**config.mk**
```make
export PLATFORM = sky130hd
export DESIGN_NAME = systolic_feeder_flat
export DESIGN_NICKNAME = d
export VERILOG_FILES = /design/src/rtl/systolic_feeder_if.sv /design/src/rtl/systolic_feeder.sv /design/src/flat_wrapper.sv
export SDC_FILE = /design/constraint.sdc
export NUM_CORES = 1
export LEC_CHECK = 0
export ABC_CLOCK_PERIOD_IN_PS = 3300
export CORE_MARGIN = 4
export CORE_UTILIZATION = 45
export CTS_BUF_LIST = sky130_fd_sc_hd__clkbuf_8 sky130_fd_sc_hd__clkbuf_16
export DETAILED_ROUTE_END_ITERATION = 8
export SLEW_MARGIN = 20
export SYNTH_ARGS = -nofsm -noshare
export SYNTH_HDL_FRONTEND = slang
export SYNTH_SLANG_ARGS = --single-unit
```
**constraint.sdc**
```tcl
create_clock -name clk -period 3.3 [get_ports clk]
set_input_delay 0.66 -clock clk [delete_from_list [all_inputs] [get_ports clk]]
set_output_delay 0.66 -clock clk [all_outputs]
set_load 0.01 [all_outputs]
```
**src/rtl/systolic_feeder_if.sv**
```systemverilog
// -----------------------------------------------------------------------------
// systolic_feeder_if
// Load and stream bus of the systolic operand feeder.
//   ld_valid/ld_ready  element write handshake (ready only while the feeder idles)
//   ld_sel             0 = matrix A, 1 = matrix B
//   ld_row/ld_col      element coordinates
//   ld_data            element value
//   start              request a streaming pass
//   busy/done          pass in progress / one-cycle end-of-pass pulse
//   a_out/b_out        skewed left-edge and top-edge lanes, lane i at [i*DW +: DW]
//   en                 array enable
// master = the controller that loads operands, slave = the feeder.
// -----------------------------------------------------------------------------
interface systolic_feeder_if #(
   parameter int N  = 3,
   parameter int DW = 32
);
   localparam int RW = $clog2(N);

   logic            ld_valid;
   logic            ld_ready;
   logic            ld_sel;
   logic [RW-1:0]   ld_row;
   logic [RW-1:0]   ld_col;
   logic [DW-1:0]   ld_data;
   logic            start;
   logic            busy;
   logic            done;
   logic [N*DW-1:0] a_out;
   logic [N*DW-1:0] b_out;
   logic            en;

   modport master (
      output ld_valid, ld_sel, ld_row, ld_col, ld_data, start,
      input  ld_ready, busy, done, a_out, b_out, en
   );

   modport slave (
      input  ld_valid, ld_sel, ld_row, ld_col, ld_data, start,
      output ld_ready, busy, done, a_out, b_out, en
   );
endinterface

```
**src/rtl/systolic_feeder.sv**
```systemverilog
// -----------------------------------------------------------------------------
// systolic_feeder
// Operand feeder for an NxN systolic multiply array. Holds two NxN operand
// matrices written one element at a time. On start it streams row i of A into
// left lane i and column j of B into top lane j, each delayed by its lane index
// (diagonal skew), holding en high for 3N-2 cycles, then pulses done.
// Ports:
//   clk   rising-edge clock
//   rstn  asynchronous active-low reset
//   bus   systolic_feeder_if.slave (load handshake, start/busy/done, lanes, en)
// -----------------------------------------------------------------------------
module systolic_feeder #(
   parameter int N  = 3,
   parameter int DW = 32
) (
   input  logic              clk,
   input  logic              rstn,
   systolic_feeder_if.slave  bus
);
   localparam int RW   = $clog2(N);
   localparam int CW   = $clog2(3*N-1);
   localparam int LAST = 3*N-3;

   typedef enum logic [1:0] {IDLE, RUN, FIN} state_t;

   state_t          state_reg, state_next;
   logic [CW-1:0]   t_reg, t_next;

   logic [DW-1:0]   mem_a [N][N];
   logic [DW-1:0]   mem_b [N][N];

   logic            wr_fire;
   int              step_next;

   logic [N*DW-1:0] a_calc, b_calc;
   logic [N*DW-1:0] a_out_reg, a_out_next;
   logic [N*DW-1:0] b_out_reg, b_out_next;
   logic            en_reg, en_next;
   logic            done_reg, done_next;

   // Writes only land while idle; coordinates outside the matrix are dropped.
   assign wr_fire = bus.ld_valid && (state_reg == IDLE) &&
                    (int'(bus.ld_row) < N) && (int'(bus.ld_col) < N);

   always_ff @(posedge clk or negedge rstn) begin
      if (!rstn) begin
         for (int r = 0; r < N; r++) begin
            for (int c = 0; c < N; c++) begin
               mem_a[r][c] <= '0;
               mem_b[r][c] <= '0;
            end
         end
      end else if (wr_fire) begin
         if (bus.ld_sel)
            mem_b[bus.ld_row][bus.ld_col] <= bus.ld_data;
         else
            mem_a[bus.ld_row][bus.ld_col] <= bus.ld_data;
      end
   end

   // ---------------- FSM: state register ----------------
   always_ff @(posedge clk or negedge rstn) begin
      if (!rstn) begin
         state_reg <= IDLE;
         t_reg     <= '0;
      end else begin
         state_reg <= state_next;
         t_reg     <= t_next;
      end
   end

   // ---------------- FSM: next state ----------------
   // t_reg is the step currently on the lanes; it is held at 0 outside RUN.
   always_comb begin
      state_next = state_reg;
      t_next     = '0;
      case (state_reg)
         IDLE: if (bus.start) state_next = RUN;
         RUN: begin
            if (t_reg == CW'(LAST)) state_next = FIN;
            else                    t_next     = t_reg + CW'(1);
         end
         FIN:     state_next = IDLE;
         default: state_next = IDLE;
      endcase
   end

   // Step whose operands are registered at the coming edge.
   assign step_next = (state_reg == RUN) ? int'(t_reg) + 1 : 0;

   // Lane i of A carries A[i][s-i]; lane j of B carries B[s-j][j]. The load
   // port is bypassed into the read so a write accepted together with start is
   // already seen by step 0.
   for (genvar gi = 0; gi < N; gi++) begin : g_lane
      logic [DW-1:0] a_val, b_val;

      always_comb begin
         a_val = '0;
         b_val = '0;
         for (int k = 0; k < N; k++) begin
            if (step_next == gi + k) begin
               if (wr_fire && !bus.ld_sel &&
                   int'(bus.ld_row) == gi && int'(bus.ld_col) == k)
                  a_val = bus.ld_data;
               else
                  a_val = mem_a[gi][k];
               if (wr_fire && bus.ld_sel &&
                   int'(bus.ld_row) == k && int'(bus.ld_col) == gi)
                  b_val = bus.ld_data;
               else
                  b_val = mem_b[k][gi];
            end
         end
      end

      assign a_calc[gi*DW +: DW] = a_val;
      assign b_calc[gi*DW +: DW] = b_val;
   end

   // ---------------- FSM: outputs ----------------
   // Steps beyond 2N-2 fall outside every lane window and produce zeros
   // naturally, giving the drain cycles with en still high.
   always_comb begin
      en_next    = (state_next == RUN);
      done_next  = (state_next == FIN);
      a_out_next = en_next ? a_calc : '0;
      b_out_next = en_next ? b_calc : '0;
   end

   always_ff @(posedge clk or negedge rstn) begin
      if (!rstn) begin
         a_out_reg <= '0;
         b_out_reg <= '0;
         en_reg    <= 1'b0;
         done_reg  <= 1'b0;
      end else begin
         a_out_reg <= a_out_next;
         b_out_reg <= b_out_next;
         en_reg    <= en_next;
         done_reg  <= done_next;
      end
   end

   assign bus.a_out    = a_out_reg;
   assign bus.b_out    = b_out_reg;
   assign bus.en       = en_reg;
   assign bus.done     = done_reg;
   assign bus.busy     = (state_reg != IDLE);
   assign bus.ld_ready = (state_reg == IDLE);

endmodule

```
**src/flat_wrapper.sv**
```systemverilog
// flat-port wrapper written by rule: the top's interface ports become plain ports
module systolic_feeder_flat 
#(
   parameter int N  = 3,
   parameter int DW = 32
)
  (clk, rstn, bus_ld_valid, bus_ld_sel, bus_ld_row, bus_ld_col, bus_ld_data, bus_start, bus_ld_ready, bus_busy, bus_done, bus_a_out, bus_b_out, bus_en);
  systolic_feeder_if #(.N(N), .DW(DW)) bus_i ();
  input  logic clk;
  input  logic rstn;
  input wire logic [$bits(bus_i.ld_valid)-1:0] bus_ld_valid;
  input wire logic [$bits(bus_i.ld_sel)-1:0] bus_ld_sel;
  input wire logic [$bits(bus_i.ld_row)-1:0] bus_ld_row;
  input wire logic [$bits(bus_i.ld_col)-1:0] bus_ld_col;
  input wire logic [$bits(bus_i.ld_data)-1:0] bus_ld_data;
  input wire logic [$bits(bus_i.start)-1:0] bus_start;
  output wire logic [$bits(bus_i.ld_ready)-1:0] bus_ld_ready;
  output wire logic [$bits(bus_i.busy)-1:0] bus_busy;
  output wire logic [$bits(bus_i.done)-1:0] bus_done;
  output wire logic [$bits(bus_i.a_out)-1:0] bus_a_out;
  output wire logic [$bits(bus_i.b_out)-1:0] bus_b_out;
  output wire logic [$bits(bus_i.en)-1:0] bus_en;
  assign bus_i.ld_valid = bus_ld_valid;
  assign bus_i.ld_sel = bus_ld_sel;
  assign bus_i.ld_row = bus_ld_row;
  assign bus_i.ld_col = bus_ld_col;
  assign bus_i.ld_data = bus_ld_data;
  assign bus_i.start = bus_start;
  assign bus_ld_ready = bus_i.ld_ready;
  assign bus_busy = bus_i.busy;
  assign bus_done = bus_i.done;
  assign bus_a_out = bus_i.a_out;
  assign bus_b_out = bus_i.b_out;
  assign bus_en = bus_i.en;
  systolic_feeder #(.N(N), .DW(DW)) u_core (.clk(clk), .rstn(rstn), .bus(bus_i));
endmodule
```
==> flow_summary.toml, run 1 <==
[die]
core_area_um2 = 71500
initial_core_util = 0.454
io-pin-count = 237
die_w_um = 277
die_h_um = 277
die_area_um2 = 76500
rows = 98

[routing]
wire_per_inst_um = 22.4
viasPerCell = 5.61
dr.pass1.iters = 5
vias = 21400
drc = 0
ant_nets = 0
drt_iter0_drc = 1241
finalWirelength_mm = 85.6

[power_and_ir_drop]
p_int_mw = 19.6
swShare = 0.305
sequentialPowerShare = 0.417
power_density_nw_per_um2 = 716
leakagePower_nw = 22.0
switchingPower_mw = 8.60
ir_drop_v = 0.000508
p_total_mw = 28.2
p_clk_frac = 0.331
combPwrFrac = 0.252

[cts]
h-tree-depth = 3
cts_tree = "yes"
clk_latency_ns = 0.61
cts-buffers-inserted = 82
clock_path_buffers = 3
cts.repair.resized = 0
cts_hold_buf = 0
clk_pin_slew_ns = 0.06
clock-sinks = 775
postCtsSetupBuffers = 0
cts_root_buffer = "clkbuf_16"

[logic_synthesis]
synth_simple_gate_area_frac = 0.0847
synthCells = 2591
synth_nets = 2634
synth_top_family_by_area = "compound AO/OA/AOI/OAI gates"
synth_top_area_share = 0.597
muxShareOfSynthArea = 0.127
yosys-top-cells-area = "dfrtp_1 60%, mux2i_1 5.9%, mux2_2 5.4%"
synth_top_area_cell = "dfrtp_1"
yosys.cell_types.count = 44
synth_compound_area_frac = 0.140
ys_ff_latch = 775
synth-adder-area-share = 0.000771
synth_ff_type = "dfrtp_1"
yosysSeqAreaShare = 0.597
async_flop_share = 1.00
yosys_warnings = 0
avgSynthCellArea_um2 = 12.5
synth_area_um2 = 32500
synth_xor_xnor_area_share = 0
synth_edf_count = 0

[critical_path]
start_kind = "register"
worstPathArrival_ns = 2.11
r2r-end = "u_core.bus.b_out[68]"
critPathMaxFanout = 9
criticalPathCategory = "register to primary output"
cp_data_required_time_ns = 2.64
reg2reg_depth = 6
ff2ff_setup_slack_ns = 0.58
worst_setup_path_end_kind = "primary output"
r2r_start = "u_core.t_reg[0]"

[sta]
setup-tns-final_ns = 0
worst-slew-pin-transition_ns = 1.02
setup_viol = 0
skew_ns = 0.0132
fin_crit_ns = 2.77
fmax_ghz = 0.361
period_share = 0.838
hold_violations = 0
fin_hold_ws_ns = 0.0794
relSlewSlack = 0.322
finalMaxSlewViolations = 0
rsz0062_at_grt = "false"

[worst_hold_path]
hold_class = "input port to async pin"

[placed_design]
placedCellCount = 3664
portBuffers = 236
place_hpwl_mm = 52.4
place.gp.congestion = 0.758
place_area_um2 = 36600

[grt]
grt_max_degree = 80
antenna_found_initial = 4
grt_use_total = 0.222
grt_pass1_vias = 22900
grt_pass1_wl_mm = 135
gr-total-overflow = 0

[finish]
final_area_um2 = 39400
top_regs = "u_core.mem_a (288), u_core.mem_b (288)"
instances_no_fill = 3817
drive_gt1_frac = 0.220
syn2layout_area_growth_pct = 21.3
fin_nets = 2842

[run_status]
status = "finished clean"

[flow_run]
cap_violations = 0
-- per-stage QoR --
stage           util  setup slack [ns]
2_1_floorplan      -             0.993
3_3_place_gp   0.512             0.243
3_5_place_dp   0.512             0.146
4_1_cts        0.550             0.465
5_1_grt        0.551             0.465
6_report       0.551             0.534
-- layer usage --
layer,vias up,GRT usage,part of all wire
met3,132,0.0343,0.041
met1,11200,0.314,0.47
met4,0,0.0641,0.024
met2,465,0.357,0.47
met5,-,0,0
li1,9582,-,-
-- worst max path at each step --
stage                                   start  cells after the start              endpoint  slack [ns]
after floorplan                 bus_ld_row[1]                      6  u_core.bus.a_out[44]        0.99
after global placement          bus_ld_col[1]                      7  u_core.bus.b_out[92]        0.24
after detailed placement        bus_ld_col[0]                      6  u_core.bus.a_out[25]        0.15
after CTS                 u_core.state_reg[1]                      3          bus_ld_ready        0.47
after global routing      u_core.state_reg[1]                      3          bus_ld_ready        0.46
final                     u_core.state_reg[1]                      3          bus_ld_ready        0.53
-- cells in the final DEF, fill, tap and decap left out, types with 18 or more instances in the layout --
| cell | instances |
|---|---|
| clkdlybuf4s50_1 | 235 |
| clkbuf_16 | 87 |
| inv_1 | 213 |
| buf_12 | 39 |
| clkbuf_8 | 18 |
| a221o_1 | 96 |
| o221ai_1 | 96 |
| mux2_2 | 156 |
| or2_2 | 193 |
| and3_1 | 192 |
| o21a_1 | 97 |
| mux2_1 | 26 |
| a21boi_0 | 192 |
| clkinv_2 | 19 |
| mux2i_1 | 192 |
| buf_4 | 68 |
| dfrtp_1 | 775 |
| o21ai_0 | 96 |
-- logic make-up after synthesis --
logic type / after synthesis
DFF: 775
AOI/OAI and AO/OA: 585
and+or+nand+nor: 430
buffers and inverters: 415
muxes: 384
adders and majority gates: 2
-- power groups by stage --
stage	registers [mW]	logic [mW]	clock network, mW
floorplan	11.8	3.60	0
global placement	11.9	6.88	0
detailed placement	11.9	7.04	0
CTS	11.8	7.08	9.54
global route	11.9	7.68	9.94
finish	11.8	7.11	9.31
-- cell type report --
class,count,area [µm²]
Multi-Input combinational cell,1401,11600
Antenna cell,1,2.50
Sequential cell,775,19400
Tap cell,950,1190
Clock buffer,105,2420
Inverter,195,732
Clock inverter,46,345
Timing Repair Buffer,344,3690
Fill cell,5966,32100
-- critical path: stages (launching register included) --
cell	delay, ns
dfrtp_1	0.37
buf_4	0.19
nor2_2	0.32
clkdlybuf4s50_1	0.62
-- cells in the mapped netlist (2+ instances only) --
cell,n
nand3b_1,2
nor4b_1,3
o21a_1,97
inv_1,195
and3_1,193
a221o_1,96
dfrtp_1,775
mux2i_1,192
a2111oi_2,2
nand2_1,11
and4bb_2,3
a21boi_0,192
or2_2,193
buf_2,58
mux2_4,10
mux2_1,26
buf_1,8
a211oi_1,2
nor2b_1,2
nor4bb_1,2
clkbuf_1,154
o21ai_0,96
ha_1,2
mux2_2,156
nor2_1,3
nand2b_1,3
nand3_1,2
nor4b_2,2
o221ai_1,96
Power figures use the tool's default switching activity.
==> run 2: changes to the inputs <==
--- a/config.mk
+++ b/config.mk
@@ -5,7 +5,7 @@
 export SDC_FILE = /design/constraint.sdc
 export NUM_CORES = 1
 export LEC_CHECK = 0
-export ABC_CLOCK_PERIOD_IN_PS = 3300
+export ABC_CLOCK_PERIOD_IN_PS = 2800
 export CORE_MARGIN = 4
 export CORE_UTILIZATION = 45
 export CTS_BUF_LIST = sky130_fd_sc_hd__clkbuf_8 sky130_fd_sc_hd__clkbuf_16
==> constraint.sdc (replaced) <==
create_clock -name clk -period 2.8 [get_ports clk]
set_input_delay 0.56 -clock clk [delete_from_list [all_inputs] [get_ports clk]]
set_output_delay 0.56 -clock clk [all_outputs]
set_load 0.01 [all_outputs]
==> run 2 against run 1 <==
  * Clock-buffer cell count is 1 lower
  * Sequential power is 17% higher
  * Power is 17% higher
  * Critical path depth is 1 lower
  * Wire length hardly changed
  * Sequential share of layout area is 0.71 points lower
  * Non-clock buffer count is 74 higher
  * Design area is 1.5% higher
  * First-iteration DRC count is 20% higher
  * Flip-flop and latch count stayed put
  * Critical path type unchanged
  * Critical endpoint unchanged
  * Largest cell class unchanged
  * Largest power group unchanged
==> flow_summary.toml, run 2 (synthesis results as in run 1) <==
[grt]
grt_use_total = 0.221
grt_max_degree = 92
grt_pass1_vias = 23200
gr-total-overflow = 0
grt_pass1_wl_mm = 136
antenna_found_initial = 6

[critical_path]
worstPathArrival_ns = 2.09
cpPeakStageDelay_ns = 0.58
critPathMaxFanout = 10
crit_slowest_cell = "clkdlybuf4s50_1"
worst_setup_path_end_kind = "primary output"
crit_family = "buffers and inverters"
criticalPathCategory = "register to primary output"
path_buf_inv = 1
crit_path_cell_trace = "nor2_4 -> clkdlybuf4s50_1"
cp_data_required_time_ns = 2.24
start_kind = "register"

[placed_design]
place.gp.congestion = 0.755
place_ws_ns = -0.0768
place_hpwl_mm = 52.3
portBuffers = 236
place_area_um2 = 37200

[sta]
rsz0062_at_grt = "false"
skew_ns = 0.0110
timing.final.ws_setup_ns = 0.154
setup-tns-final_ns = 0
worst-slew-pin-transition_ns = 0.879
hold_violations = 0
finalMaxSlewViolations = 0
fmax_ghz = 0.378
setup_viol = 0
period_share = 0.945
fin_hold_ws_ns = 0.477
fin_crit_ns = 2.65
relSlewSlack = 0.412

[cts]
cts_tree = "yes"
clk_latency_ns = 0.61
clock-sinks = 775
cts_root_buffer = "clkbuf_16"
postCtsSetupBuffers = 0
h-tree-depth = 3
clock_path_buffers = 3
cts-buffers-inserted = 83
clk_pin_slew_ns = 0.06

[finish]
fin_nets = 2917
top_regs = "u_core.mem_a (288), u_core.mem_b (288)"
final_cell_mix = "775 x dfrtp_1, 235 x clkdlybuf4s50_1, 219 x inv_1"
drive_gt1_frac = 0.235
num-fill-cells = 5901
layout_commonest_cell = "dfrtp_1"
syn2layout_area_growth_pct = 23.0
final_util = 0.559
final_area_um2 = 39900

[routing]
drt_iter0_drc = 1490
dr.pass1.iters = 5
drc = 0
viasPerCell = 5.53
wire_per_inst_um = 22.0
finalWirelength_mm = 85.5
vias = 21500
ant_nets = 0

[die]
die_h_um = 277
die_w_um = 277
io-pin-count = 237
core_area_um2 = 71500
rows = 98
initial_core_util = 0.454
die_area_um2 = 76500

[power_and_ir_drop]
leakagePower_nw = 22.3
ir_drop_v = 0.000704
power_density_nw_per_um2 = 826

[worst_hold_path]
hold_class = "register to register"

[flow_run]
cap_violations = 0

[run_status]
status = "finished clean"
[run 2: cell count changes in the layout (fill, tap and decap cells not counted), moves of 2 or more]
cell,before,now
clkbuf_8,18,15
inv_1,213,219
buf_4,68,133
bufinv_16,5,3
diode_2,1,6
clkbuf_16,87,89
clkinv_2,19,9
buf_12,39,48
[run 2: final cells by class]
type	count	area, µm²	share of cell area
antenna	6	15.0	0.000376
clock buffer	104	2430	0.0609
clock inverter	38	240	0.00602
inverter	195	732	0.0183
multi-input combinational	1401	11600	0.290
sequential	775	19400	0.486
tap	950	1190	0.0298
timing repair buffer	418	4340	0.109
[run 2: path summary, 6_finish.rpt]
check | startpoint | to | slack, ns | cells past startpoint
worst max-delay path | u_core.state_reg[1] | bus_ld_ready | 0.15 | 2
worst min-delay path | u_core.mem_b[147] | u_core.mem_b[147] | 0.48 | 2
worst max register to register | u_core.t_reg[0] | u_core.bus.b_out[18] | 0.24 | 7
worst min register to register | u_core.mem_b[147] | u_core.mem_b[147] | 0.48 | 2
max in group asynchronous | rstn | u_core.mem_b[166] | 1.29 | 3
min in group asynchronous | rstn | u_core.mem_a[212] | 0.57 | 2
[run 2: repair_timing]
| action | 4_1_cts | 5_1_grt |
|---|---|---|
| hold buffers | 1 | 0 |
| resized for setup | 1 | 0 |
| endpoints found under the hold margin | 38 | 0 |
| setup endpoints to repair | 1 | 0 |
[run 2: power by group]
group | switching (mW) | internal, mW | total (mW)
Combinational | 4.97 | 3.42 | 8.39
Sequential | 0.708 | 13.1 | 13.8
Clock | 4.38 | 6.35 | 10.7
Total | 10.1 | 22.9 | 33.0
[run 2: worst register-to-register path, delay by kind of cell (launching register included)]
family / cells / cell delay (ns)
compound gates: 3 / 0.96
flops: 1 / 0.48
fa+ha+maj: 1 / 0.23
buf+inv: 2 / 0.44
simple gates: 1 / 0.30
[run 2: per-stage QoR]
stage          total power, mW  cells
5_1_grt                   34.5   3884
3_3_place_gp              22.2   3738
3_5_place_dp              22.5   3738
4_1_cts                   33.3   3881
2_1_floorplan             18.2   2591
6_report                  33.0   3887
[run 2: metal layers]
layer / part of all wire / vias to the layer above / track usage
met3: 0.046 / 144 / 0.0385
met4: 0.023 / 6 / 0.0675
li1: - / 9698 / -
met2: 0.46 / 508 / 0.354
met1: 0.47 / 11100 / 0.311
met5: 0.00043 / - / 0
